===== src/rtl/store_buffer.sv =====
// ---------------------------------------------------------------------------
// store_buffer
// Posted-write buffer between the core's memory stage and data_memory.
// Stores go into a small circular FIFO. The FIFO drains to data memory in
// cycles with no memory instruction, and also in a cycle where a store meets
// a full buffer. A load is served from the youngest buffered store to the
// same word address; if there is none, it is served from data memory.
//
// Ports
//   clk, reset_n         : clock, synchronous active-low reset
//   cpu_address          : load/store word address from the core
//   cpu_write_data       : store data from the core
//   cpu_mem_read/write   : load / store issued this cycle
//   cpu_read_data        : load result (combinational)
//   stall                : store refused this cycle (buffer full)
//   empty                : no pending entries
//   dm_*                 : data_memory port (address, write data, read/write
//                          enables, read data)
// ---------------------------------------------------------------------------
module store_buffer #(
    parameter int DEPTH  = 4,
    parameter int ADDR_W = 7,
    parameter int DATA_W = 32
) (
    input  logic              clk,
    input  logic              reset_n,
    input  logic [ADDR_W-1:0] cpu_address,
    input  logic [DATA_W-1:0] cpu_write_data,
    input  logic              cpu_mem_read,
    input  logic              cpu_mem_write,
    output logic [DATA_W-1:0] cpu_read_data,
    output logic              stall,
    output logic              empty,
    output logic [ADDR_W-1:0] dm_address,
    output logic [DATA_W-1:0] dm_write_data,
    output logic              dm_mem_read,
    output logic              dm_mem_write,
    input  logic [DATA_W-1:0] dm_read_data
);
    localparam int PTR_W = $clog2(DEPTH);
    localparam int CNT_W = PTR_W + 1;

    logic [PTR_W-1:0]  head_q, head_d;
    logic [PTR_W-1:0]  tail_q, tail_d;
    logic [CNT_W-1:0]  count_q, count_d;

    // Entry storage. Entries need no reset: validity comes from head/count.
    logic [ADDR_W-1:0] addr_q [DEPTH];
    logic [DATA_W-1:0] data_q [DEPTH];

    logic full;
    logic accept;
    logic drain;

    assign full   = (count_q == CNT_W'(DEPTH));
    assign empty  = (count_q == '0);
    assign accept = cpu_mem_write && !full;
    assign stall  = cpu_mem_write && full;
    // When a store hits a full buffer, the head still drains so that the
    // retried store is accepted in the next cycle.
    assign drain  = !empty && !cpu_mem_read && (!cpu_mem_write || full);

    // Data-memory port mux. A load owns the address; otherwise the head
    // entry's address is presented, and it is written only when draining.
    assign dm_mem_read   = cpu_mem_read;
    assign dm_mem_write  = drain;
    assign dm_address    = cpu_mem_read ? cpu_address : addr_q[head_q];
    assign dm_write_data = data_q[head_q];

    // Forwarding match per age offset. Offset 0 is the oldest (head) entry.
    // An offset is valid only if it is below the current count.
    logic [DEPTH-1:0] hit;

    generate
        for (genvar gi = 0; gi < DEPTH; gi++) begin : g_match
            logic [PTR_W-1:0] slot;
            assign slot    = head_q + PTR_W'(gi);
            assign hit[gi] = (CNT_W'(gi) < count_q) && (addr_q[slot] == cpu_address);
        end
    endgenerate

    // Scan from oldest to youngest so that a younger match overrides.
    always_comb begin
        cpu_read_data = dm_read_data;
        for (int k = 0; k < DEPTH; k++) begin
            if (hit[k]) begin
                cpu_read_data = data_q[head_q + PTR_W'(k)];
            end
        end
    end

    always_comb begin
        head_d  = head_q;
        tail_d  = tail_q;
        count_d = count_q;
        if (drain) begin
            head_d = head_q + PTR_W'(1);
        end
        if (accept) begin
            tail_d = tail_q + PTR_W'(1);
        end
        count_d = count_q + CNT_W'(accept) - CNT_W'(drain);
    end

    always_ff @(posedge clk) begin
        if (!reset_n) begin
            head_q  <= '0;
            tail_q  <= '0;
            count_q <= '0;
        end else begin
            head_q  <= head_d;
            tail_q  <= tail_d;
            count_q <= count_d;
        end
    end

    always_ff @(posedge clk) begin
        if (reset_n && accept) begin
            addr_q[tail_q] <= cpu_address;
            data_q[tail_q] <= cpu_write_data;
        end
    end

endmodule

===== config.mk =====
export PLATFORM = sky130hd
export DESIGN_NAME = store_buffer
export DESIGN_NICKNAME = d
export VERILOG_FILES = /design/src/rtl/store_buffer.sv
export SDC_FILE = /design/constraint.sdc
export NUM_CORES = 1
export LEC_CHECK = 0
export ABC_AREA = 1
export BUFFER_PORTS_ARGS = -buffer_cell sky130_fd_sc_hd__buf_2
export CAP_MARGIN = 20
export CELL_PAD_IN_SITES_DETAIL_PLACEMENT = 1
export CELL_PAD_IN_SITES_GLOBAL_PLACEMENT = 2
export CORE_ASPECT_RATIO = 1.25
export CORE_MARGIN = 1.5
export CORE_UTILIZATION = 34
export CTS_BUF_LIST = sky130_fd_sc_hd__clkbuf_8
export DETAILED_ROUTE_END_ITERATION = 16
export PLACE_DENSITY_LB_ADDON = 0.1
export SLEW_MARGIN = 20
export SYNTH_ARGS = -nofsm -noshare
export SYNTH_HDL_FRONTEND = slang
export SYNTH_SLANG_ARGS = --single-unit

===== constraint.sdc =====
create_clock -name clk -period 3.35 [get_ports clk]
set_input_delay 0.67 -clock clk [delete_from_list [all_inputs] [get_ports clk]]
set_output_delay 0.67 -clock clk [all_outputs]
set_load 0.03 [all_outputs]

==> impl_metrics.tcl <==
set metrics [dict create \
    hpwl_um 28700 \
    ys_ff_latch 165 \
    synthAdderAreaFrac_pct 0.956 \
    p_total_uw 9130 \
    worst_hold_path.endpoint "data_q[2][7]$_DFFE_PP_" \
    slowest_delay_ps 460 \
    final_nets 1812 \
    postLayoutCoreUtil_pct 42.8 \
    clkSinkCount 165 \
    area_growth_pct 23.9 \
    crit_chain "buf_12 -> nor2_4 -> buf_12 -> a22oi_2 -> nand2_1 -> nand2_1 -> nand2_2 -> nor2_2 -> nand2_2 -> nor2_4 -> buf_6 -> buf_12 -> buf_8 -> a21oi_2 -> nand2_1 -> nand2_2 -> buf_6" \
    fin_cells 2159 \
    ys.flop_type "edfxtp_1" \
    synth_compound_area_share_pct 16.0 \
    first_iter_violations 619 \
    r2r-end "count_q[2]$_SDFF_PN0_" \
    start_util_pct 34.5 \
    place.gp.congestion 0.813 \
    critical_path.top_delay_family "buffers and inverters" \
    grt_max_degree 46 \
    cts_hold_buf 0 \
    tightest_slew_ps 534 \
    core-area_um2 32600 \
    synth_most_common_cell "nand2_1" \
    slew_headroom_pct 64.2 \
    grt_pass1_wl_um 66500 \
    drc 0 \
    worstPathArrival_ps 2770 \
    hold_depth 1 \
    cp.required_ps 2680 \
    ioPinCount 150 \
    synth_mux_area_share_pct 0 \
    hold_path_class "input port to flip-flop" \
    wl_per_cell_um 20.0 \
    vias 11500 \
    rows 74 \
    power.density_nw_per_um2 655 \
    syn-cell-area_um2 11300 \
    clock_skew_ps 10.1 \
    ys_seq_area_share_pct 43.2 \
    tritoncts "built" \
    post-route-period-util_pct 103 \
    fmaxAchievable_mhz 290 \
    cts_buffers 17 \
    final.min_clock_period_ps 3440 \
    cts_root_buf "clkbuf_8" \
    r2r_cells 10 \
    ant_nets 0 \
    drt_first_pass_iters 5 \
    viasPerCell 5.31 \
    clk_latency_ps 490 \
    fp.dieH_um 206 \
    hold_viol 0 \
    async_reset_ff_share_pct 0 \
    r2r-start "count_q[1]$_SDFF_PN0_" \
    synth_top_family_by_area "simple AND/OR/NAND/NOR gates" \
    cp_max_fo 6 \
    grt_pass1_vias 11600 \
    numPortBuffers 149 \
    die_w_um 166 \
    setup_viol 31 \
    syn-num-nets 1664 \
    crit_type "flip-flop to output pin" \
    yosys.area.top_type "edfxtp_1" \
    synthDominantCellAreaShare_pct 41.6 \
    reg2reg_setup_slack_ps 1190 \
    synth_edf_count 156 \
    dieArea_um2 34200 \
    antenna_found_initial 2 \
    setup_ws_ps -94.2 \
    h-tree-depth 4 \
    synth_common_cells "nand2_1 (655), inv_1 (164), edfxtp_1 (156)" \
    hold_start "cpu_write_data[7]" \
    synthTopCellsByArea "edfxtp_1 (42%), nand2_1 (22%), nand3_1 (6.5%)" \
    syn_avg_cell_area_um2 7.12 \
    cp_slowest_cell "dfxtp_4" \
    rsz0062_at_grt "true" \
    endpoint_kind "output pin" \
    drive_gt1_share_pct 18.6 \
    power_leakage_uw 0.00639 \
    grt_usage_pct 25.3 \
    synthXorXnorAreaFrac_pct 0.234 \
    clockBufferDepth 2 \
    cp_num_buf_inv 6 \
    ys_warn_count 0 \
    dp.cells 2103 \
    synth_cells 1581 \
    hold-worst-slack_ps 391 \
    wirelength_um 43300 \
    ys_types 32 \
    clk_pin_slew_ps 80 \
    fill_cells 4126 \
    violations "negative setup slack" \
    final-max-slew-violation-count 0 \
    peakVddDrop_v 0.000300 \
    outcome "finished with violations" \
    maxCapViolCount 0 \
    yosys.area_share.simple_pct 29.7 \
    overflow 0 \
    cp-start-kind "flip-flop" \
    tns_ps -1620 \
]
## sequential cells by signal, summed over array words and instances, names as in the netlist, named ones only
name,count
data_q,128
addr_q,28
head_q,2
tail_q,2
count_q,3
## stage by stage
| step | instance area [um^2] | setup slack (ps) |
|---|---|---|
| final | 13900 | -94.2 |
| after CTS | 13800 | -113 |
| after floorplan | 11300 | 331 |
| after global placement | 12700 | 128 |
| after detailed placement | 12700 | 108 |
| after global routing | 13900 | -237 |
## final cells by class
type / instances / area, um^2 / area share [%]
inverter: 172 / 668 / 4.79
timing repair buffer: 230 / 1930 / 13.9
antenna: 1 / 2.50 / 0.0179
clock buffer: 17 / 234 / 1.68
multi-input combinational: 1143 / 5560 / 39.9
tap: 418 / 523 / 3.75
sequential: 165 / 4880 / 35.0
clock inverter: 13 / 146 / 1.05
## metal layers
metal / share of wire (%) / GRT usage, % / wire, um / up-vias
met5: 0 / 0 / 0 / -
met4: 2.3 / 8.14 / 975 / 0
met3: 3.2 / 2.37 / 1400 / 65
met2: 52 / 47.1 / 22600 / 235
met1: 42 / 30.5 / 18300 / 5606
li1: - / - / - / 5554
## layout by cell type (no fill, tap or decap), types with 24 or more instances in the layout
| cell | n |
|---|---|
| a21oi_1 | 60 |
| a221oi_1 | 32 |
| a32o_1 | 32 |
| buf_12 | 25 |
| buf_2 | 117 |
| buf_4 | 58 |
| buf_6 | 24 |
| edfxtp_1 | 156 |
| inv_1 | 168 |
| nand2_1 | 642 |
| nand3_1 | 142 |
| o21ai_0 | 142 |
## power by group
part | internal [uW] | total (uW) | switching (uW)
clock | 714 | 1490 | 773
sequential | 2420 | 2550 | 129
combinational | 1620 | 5090 | 3470
total | 4750 | 9130 | 4380
## what timing repair did
action                                  in CTS  in global routing
resized for setup                          125                 26
hold endpoints to repair                     0                  0
endpoints found under the setup margin      32                 32
cloned                                       4                  2
buffers inserted                            17                  4
pin swaps                                   30                 13
## cell families after synthesis
| group | count (synthesis) |
|---|---|
| AOI/OAI and AO/OA | 297 |
| adders and majority gates | 8 |
| and+or+nand+nor | 834 |
| xor gates and xnor gates | 3 |
| buffers and inverters | 274 |
| DFF | 165 |
## worst max-delay path by stage
stage,from,end,slack (ps),cells after the start
floorplan,cpu_mem_write,addr_q[0][0]$_DFFE_PP_,330,4
global placement,head_q[0]$_SDFFE_PN0P_,cpu_read_data[30],130,13
detailed placement,head_q[0]$_SDFFE_PN0P_,cpu_read_data[14],110,14
CTS,head_q[0]$_SDFFE_PN0P_,cpu_read_data[14],-110,17
global route,head_q[0]$_SDFFE_PN0P_,cpu_read_data[28],-240,16
finish,head_q[0]$_SDFFE_PN0P_,cpu_read_data[14],-90,17
(Power assumes the default switching activity.)
